## src/rtl/column_dispatcher_pkg.sv

```systemverilog
// Shared definitions for the column dispatcher: FSM state encoding and
// the default matrix geometry.
package column_dispatcher_pkg;

    localparam int DEF_SIZE       = 4;
    localparam int DEF_CELL_WIDTH = 32;

    typedef enum logic [2:0] {
        ST_IDLE  = 3'd0,
        ST_ISSUE = 3'd1,
        ST_WAIT  = 3'd2,
        ST_ACK   = 3'd3,
        ST_DONE  = 3'd4
    } state_t;

endpackage

```

## src/rtl/column_dispatcher.sv

```systemverilog
// Feeds the columns of a latched matrix one at a time to an external column
// adder and gathers the per-column results into a single output row.
module column_dispatcher
    import column_dispatcher_pkg::*;
#(
    parameter int size       = DEF_SIZE,
    parameter int cell_width = DEF_CELL_WIDTH,
    parameter int width      = cell_width * size
) (
    input  logic                    in_clk,
    input  logic                    in_reset,
    input  logic [width*size-1:0]   in_matrix,
    input  logic                    in_ready,
    input  logic                    out_ack,
    output logic                    out_ready,
    output logic [width-1:0]        out_row,
    output logic [width-1:0]        col_data,
    output logic                    col_ready,
    output logic                    col_ack,
    input  logic                    col_result_ready,
    input  logic [cell_width-1:0]   col_result
);

    localparam int              CW       = $clog2(size + 1);
    localparam logic [CW-1:0]   LAST_COL = CW'(size - 1);

    state_t                  r_state;
    state_t                  w_state_nxt;
    logic [CW-1:0]           r_cnt;
    logic [CW-1:0]           w_cnt_inc;
    logic [width*size-1:0]   r_mat;
    logic [width-1:0]        r_row;
    logic [width-1:0]        r_col;
    logic                    w_last;

    assign w_cnt_inc = r_cnt + CW'(1);
    assign w_last    = (r_cnt == LAST_COL);
    assign out_row   = r_row;
    assign col_data  = r_col;

    always_ff @(posedge in_clk) begin
        if (in_reset) begin
            r_state <= ST_IDLE;
        end else begin
            r_state <= w_state_nxt;
        end
    end

    // The adder keeps out_ready up for a cycle after seeing ack, so ACK only
    // advances once that level has gone away; this avoids a double capture.
    always_comb begin
        w_state_nxt = r_state;
        out_ready   = 1'b0;
        col_ready   = 1'b0;
        col_ack     = 1'b0;
        case (r_state)
            ST_IDLE: begin
                if (in_ready) begin
                    w_state_nxt = ST_ISSUE;
                end
            end
            ST_ISSUE: begin
                col_ready   = 1'b1;
                w_state_nxt = ST_WAIT;
            end
            ST_WAIT: begin
                if (col_result_ready) begin
                    w_state_nxt = ST_ACK;
                end
            end
            ST_ACK: begin
                col_ack = 1'b1;
                if (!col_result_ready) begin
                    w_state_nxt = w_last ? ST_DONE : ST_ISSUE;
                end
            end
            ST_DONE: begin
                out_ready = 1'b1;
                if (out_ack) begin
                    w_state_nxt = ST_IDLE;
                end
            end
            default: begin
                w_state_nxt = ST_IDLE;
            end
        endcase
    end

    // col_data is registered when a column is selected so it holds steady
    // through WAIT and ACK regardless of what in_matrix does meanwhile.
    always_ff @(posedge in_clk) begin
        if (in_reset) begin
            r_cnt <= '0;
            r_mat <= '0;
            r_row <= '0;
            r_col <= '0;
        end else begin
            case (r_state)
                ST_IDLE: begin
                    if (in_ready) begin
                        r_mat <= in_matrix;
                        r_cnt <= '0;
                        r_col <= in_matrix[width-1:0];
                    end
                end
                ST_WAIT: begin
                    if (col_result_ready) begin
                        r_row[int'(r_cnt)*cell_width +: cell_width] <= col_result;
                    end
                end
                ST_ACK: begin
                    if (!col_result_ready) begin
                        r_cnt <= w_cnt_inc;
                        if (!w_last) begin
                            r_col <= r_mat[int'(w_cnt_inc)*width +: width];
                        end
                    end
                end
                default: begin
                end
            endcase
        end
    end

endmodule

```

## config.mk

```make
export PLATFORM = sky130hd
export DESIGN_NAME = column_dispatcher
export DESIGN_NICKNAME = d
export VERILOG_FILES = /design/src/rtl/column_dispatcher_pkg.sv /design/src/rtl/column_dispatcher.sv
export SDC_FILE = /design/constraint.sdc
export NUM_CORES = 2
export LEC_CHECK = 0
export CAP_MARGIN = 5
export CORE_AREA = 3 3 312 314
export DETAILED_ROUTE_END_ITERATION = 10
export DIE_AREA = 0 0 315 317
export HOLD_SLACK_MARGIN = 0.05
export PLACE_DENSITY = 0.57
export SLEW_MARGIN = 10
export SYNTH_ARGS = -nofsm -noshare
export SYNTH_HDL_FRONTEND = slang
export SYNTH_SLANG_ARGS = --single-unit
```

## constraint.sdc

```tcl
create_clock -name in_clk -period 2.5 [get_ports in_clk]
set_input_delay 0.5 -clock in_clk [delete_from_list [all_inputs] [get_ports in_clk]]
set_output_delay 0.5 -clock in_clk [all_outputs]
set_load 0.03 [all_outputs]
```

* Word level (Yosys, flattened, before mapping)
Cells that the tools add are included.
** Storage, ports and cells
- Output and inout bits :: 259
- Memory bits (writable) :: 0
- Logic and storage cells :: 44
- Latch bits :: 0
- Flip-flop bits (word level) :: 774
- Memory bits (read-only) :: 0
- Bits of input ports :: 549
- Memories :: 0
** Cells by class
- Div/mod/pow operators :: 0
- Multiplexer cells :: 17
- Multipliers :: 0
- Equality and inequality tests :: 10
- Order comparisons :: 0
- Reductions and logical operators :: 7
- $add $sub $neg :: 2
- Shifts and indexed selects :: 3
- Bitwise logic cells :: 0
** Operators by type and width (number)
- 512-bit by 11-bit variable part select with 128-bit output :: 1
- 128-bit 2-to-1 mux :: 3
- 128-bit case mux with 2 select lines :: 1
- 128-bit bitwise mux :: 1
- 32-bit by 33-bit variable shift with 128-bit output, first input constant :: 1
- 32-bit by 33-bit variable part select with 128-bit output :: 1
- 8-bit negator with 33-bit output :: 1
- 3-bit 2-to-1 mux :: 7
- 3-bit case mux with 5 select lines :: 1
- 2-bit inequality test, second input constant :: 5
- 3-bit by 2-bit == test with 1-bit output, second input constant :: 3
- 4-bit AND reduction :: 2
- 3-bit case mux with 2 select lines :: 1
- 2-bit AND reduction :: 2
- 3-bit by 1-bit adder with 3-bit output, second input constant :: 1
- 3-bit by 1-bit == test with 1-bit output, second input constant :: 1
- 3-bit == test, second input constant :: 1
- 3-bit logical NOT :: 1
- 1-bit 2-to-1 mux :: 3
- 3-bit AND reduction :: 1
- 2-bit nonzero test :: 1

* Longest topological paths before layout
- Depth in word-level cells :: 5
- Mapped depth :: 10

* Least setup slack after synthesis
Ideal clock, no wire load.
- Path type :: reg2reg
- From :: register r_cnt[0]
- To :: register r_row[10] (netlist: out_row[10])
- Path buffers :: 3
- Data required time :: 2.368 ns
- Setup time :: 0.132 ns
- Stages on the path, launching flop included :: 11
- Period minus slack after synthesis :: 2.279 ns
- Path slack :: 0.221 ns
- Data arrival time :: 2.147 ns
- Path through :: dfxtp_1 buf_6 inv_2 ha_1 ha_1 or4b_1 or3_1 buf_2 buf_6 nand2_1 a21oi_1
** On the way
- Longest elaborated chain between the ends :: 3
** Ends and longest elaborated chain
- from (decl) :: line column_dispatcher.sv:29 : logic [CW-1:0] r_cnt;
- from (signal assigned) :: line column_dispatcher.sv:113 : r_cnt <= w_cnt_inc;
- 8-bit negator with 33-bit output * :: line column_dispatcher.sv:108 : r_row[int'(r_cnt)*cell_width +: cell_width] <= col_result;
- 32-bit by 33-bit variable part select with 128-bit output or 32-bit by 33-bit variable shift with 128-bit output (tied branches) :: line column_dispatcher.sv:108
- 128-bit bitwise mux * :: line column_dispatcher.sv:108
- to (signal, indexed assignment) :: line column_dispatcher.sv:108
- to (decl) :: line column_dispatcher.sv:32 : logic [width-1:0] r_row;
Every way passes the cells marked *; elsewhere a longest branch is shown, timed or not.
A chain may end at the register's enable or synchronous reset.

* Worst setup path after layout
- From :: register r_state[0]
- To :: output col_ack
** On the way
- Longest elaborated chain between the ends :: 2
** Ends and longest elaborated chain
- from (decl) :: line column_dispatcher.sv:27 : state_t r_state;
- from (signal assigned) :: line column_dispatcher.sv:45 : r_state <= w_state_nxt;
- 3-bit by 2-bit == test with 1-bit output :: line column_dispatcher.sv:56 : case (r_state)
- 1-bit 2-to-1 mux :: line column_dispatcher.sv:56
- to (decl) :: line column_dispatcher.sv:19 : output logic col_ack,
Every way passes these cells.

==> results.py <==
metrics = {
    "run_status": {
        "status": "completed",
    },
    "yosys": {
        "seq_area_frac_synth": 0.5052,
        "ys_ff_latch": 774,
        "syn-cell-area_um2": 30670,
        "synth-async-reset-ratio": 0,
        "ys_warn_count": 0,
        "avgSynthCellArea_um2": 8.636,
        "syn_inst": 3551,
        "synth_edf_count": 0,
        "synthDistinctLibCells": 40,
        "ys.flop_type": "dfxtp_1",
        "syn-num-nets": 4104,
    },
    "setup_path": {
        "startpoint": "r_state[0]",
        "rr_startpoint": "r_cnt[1]",
        "crit_required_ns": 2.00,
        "reg2regPathDepth": 8,
        "end_kind": "output port",
        "crit_type": "flop to output port",
        "arrival_ns": 1.86,
        "crit_path_start_kind": "flop",
        "reg2reg_to": "col_data[76]",
        "crit_fanout": 31,
        "r2r_slack_ns": 0.14,
    },
    "cells_and_area": {
        "multiInputGateArea_um2": 13770,
        "seqCellArea_um2": 15500,
        "stdcell_count": 5673,
        "nets": 4867,
        "fill_cells": 9115,
        "post-route-util": 0.4656,
        "area_delta_synth_final_pct": 44.03,
        "drive_gt1_frac": 0.1075,
    },
    "sta": {
        "max_freq_mhz": 424.0,
        "hold_viol": 0,
        "fin_skew_ns": 0.02497,
        "final_max_slew_viol_count": 0,
        "period_needed_ns": 2.358,
        "setup_ws_ns": 0.1417,
        "post-route-period-util": 0.9433,
        "slew-limit-headroom": 0.5749,
        "grt_setup_unrepaired": "false",
        "worst_pin_slew_ns": 0.6377,
        "setup_viol": 0,
    },
    "placed_design": {
        "place_ws_ns": -0.07204,
        "hpwl_mm": 84.85,
        "io_buffers": 807,
        "post-place-cells": 5486,
        "gp_congestion": 0.8378,
    },
    "power_and_ir_drop": {
        "power_density_nw_per_um2": 905.5,
        "vdd_drop_max_mv": 0.6151,
        "p_leak_uw": 0.01568,
    },
    "die": {
        "start_util": 0.3233,
        "dieArea_um2": 99860,
        "core_um2": 94870,
        "die_h_um": 317,
        "die_w_um": 315,
        "ioPinCount": 808,
        "rows": 113,
    },
    "grt": {
        "grt_pass1_wl_mm": 174.7,
        "grt-ovfl-total": 0,
        "antenna_found_initial": 31,
        "grtUsageTotal": 0.2277,
        "grt_pass1_vias": 28010,
        "grt_max_degree": 72,
    },
    "cts": {
        "cts_made_buffers": 87,
        "h-tree-depth": 3,
        "clock_path_buffers": 3,
        "clk_latency_ns": 0.67,
        "clkSlewWorstSetupHoldPaths_ns": 0.06,
        "cts_hold_buf": 0,
        "cts_tree": "done",
        "cts_num_sinks": 774,
        "root_buffer": "clkbuf_16",
    },
    "hold_path": {
        "hold_class": "primary input to flop",
        "holdPathStages": 2,
        "hold_start": "in_reset",
        "min_to": "r_mat[385]",
    },
    "route": {
        "firstDrtPassIters": 5,
        "drt-total-wl_mm": 119.2,
        "avgRoutedWirePerCell_um": 21.01,
        "first_iter_violations": 2331,
        "drc": 0,
        "vias_per_cell": 5.034,
        "vias": 28560,
        "ant_nets": 0,
    },
    "flow_run": {
        "cap_violations": 0,
    },
}
## metrics by stage
stage / TNS, ns / total power [uW] / instance area [um2] / hold WS (ns)
floorplan: 0 / 21760 / 30670 / 0.4331
global placement: -0.2357 / 27180 / 41110 / 0.4370
detailed placement: -4.088 / 27290 / 41110 / 0.4433
CTS: 0 / 40370 / 44030 / 0.2879
global route: 0 / 41970 / 44150 / 0.3179
finish: 0 / 40000 / 44170 / 0.3046
## power breakdown
| part | total (uW) | switching [uW] | internal, uW |
|---|---|---|---|
| Combinational | 11800 | 6750 | 5040 |
| Clock | 13000 | 5360 | 7620 |
| Sequential | 15200 | 1040 | 14200 |
## worst max-delay path: stages (launching register included)
cell,delay [ns]
dfxtp_1,0.40
nand3b_1,0.18
buf_6,0.19
buf_16,0.17
inv_1,0.08
buf_4,0.15
## what timing repair did
item / CTS / global route
endpoints found under the setup margin: 2 / 7
buffers inserted: 0 / 3
pin swaps: 0 / 1
resized for setup: 6 / 5
cloned: 0 / 1
endpoints found under the hold margin: 0 / 0
## placed cells by master, fill, tap and decap left out, types with 7 or more instances in the layout
cell / count
a21oi_1: 610
nand2b_1: 7
buf_12: 65
nor2_1: 166
dfxtp_1: 772
a221oi_1: 127
clkbuf_8: 18
nand2_1: 1186
mux4_2: 128
diode_2: 25
clkinv_2: 18
buf_4: 117
clkdlybuf4s50_1: 803
nor3_1: 130
clkbuf_16: 90
clkbuf_1: 18
nand3b_1: 34
mux2i_1: 32
## state kept, by name (all words and copies together) (netlist names)
signal and flops:
out_row 128, r_mat 512, r_cnt 3, col_data 128
r_state 3
## how the worst max path moves through the flow
stage,to,slack [ns],depth (start not counted)
floorplan,out_row[10],0.22,10
global placement,col_data[91],-0.04,7
detailed placement,r_mat[447],-0.07,8
CTS,col_ack,0.01,5
global route,col_data[57],0.01,7
finish,col_ack,0.14,5
## logic make-up (layout without fill, tap and decap cells)
group	Yosys count	in the layout	share of synthesized area
compound gates	746	746	0.1381
fa+ha+maj	4	4	0.001632
buf+inv	323	1155	0.04843
flops	774	774	0.5052
mux	160	160	0.1044
other cells	0	25	0
simple gates	1544	1544	0.2022
## Yosys cell counts, types with 2 or more instances
cell | number | area [um2]
nand2_1 | 1186 | 4452
dfxtp_1 | 774 | 15490
a21oi_1 | 611 | 3058
nor2_1 | 167 | 626.9
buf_2 | 164 | 820.8
clkbuf_1 | 135 | 506.7
nor3_1 | 131 | 655.6
a221oi_1 | 128 | 1121
mux4_2 | 128 | 2883
nand3b_1 | 34 | 255.2
mux2i_1 | 32 | 320.3
buf_1 | 7 | 26.28
buf_6 | 7 | 78.83
nand2b_1 | 7 | 43.79
inv_1 | 5 | 18.77
buf_4 | 4 | 30.03
ha_1 | 4 | 50.05
a21o_1 | 2 | 15.01
a22oi_1 | 2 | 15.01
nand4bb_1 | 2 | 22.52
or3_1 | 2 | 12.51
## cell type report
| class | count | share of cell area |
|---|---|---|
| Multi-Input combinational cell | 2454 | 0.3116 |
| Clock inverter | 33 | 0.008186 |
| Tap cell | 1265 | 0.03583 |
| Clock buffer | 125 | 0.05756 |
| Inverter | 6 | 0.0005099 |
| Sequential cell | 774 | 0.3510 |
| Timing Repair Buffer | 991 | 0.2339 |
| Antenna cell | 25 | 0.001416 |
## layer usage
layer / part of all wire / GRT usage / vias up
li1: - / - / 13690
met1: 0.41 / 0.2845 / 13730
met2: 0.48 / 0.3768 / 927
met3: 0.072 / 0.06106 / 192
met4: 0.032 / 0.08395 / 16
met5: 0.00096 / 0 / -
Power figures use the tool's default switching activity.
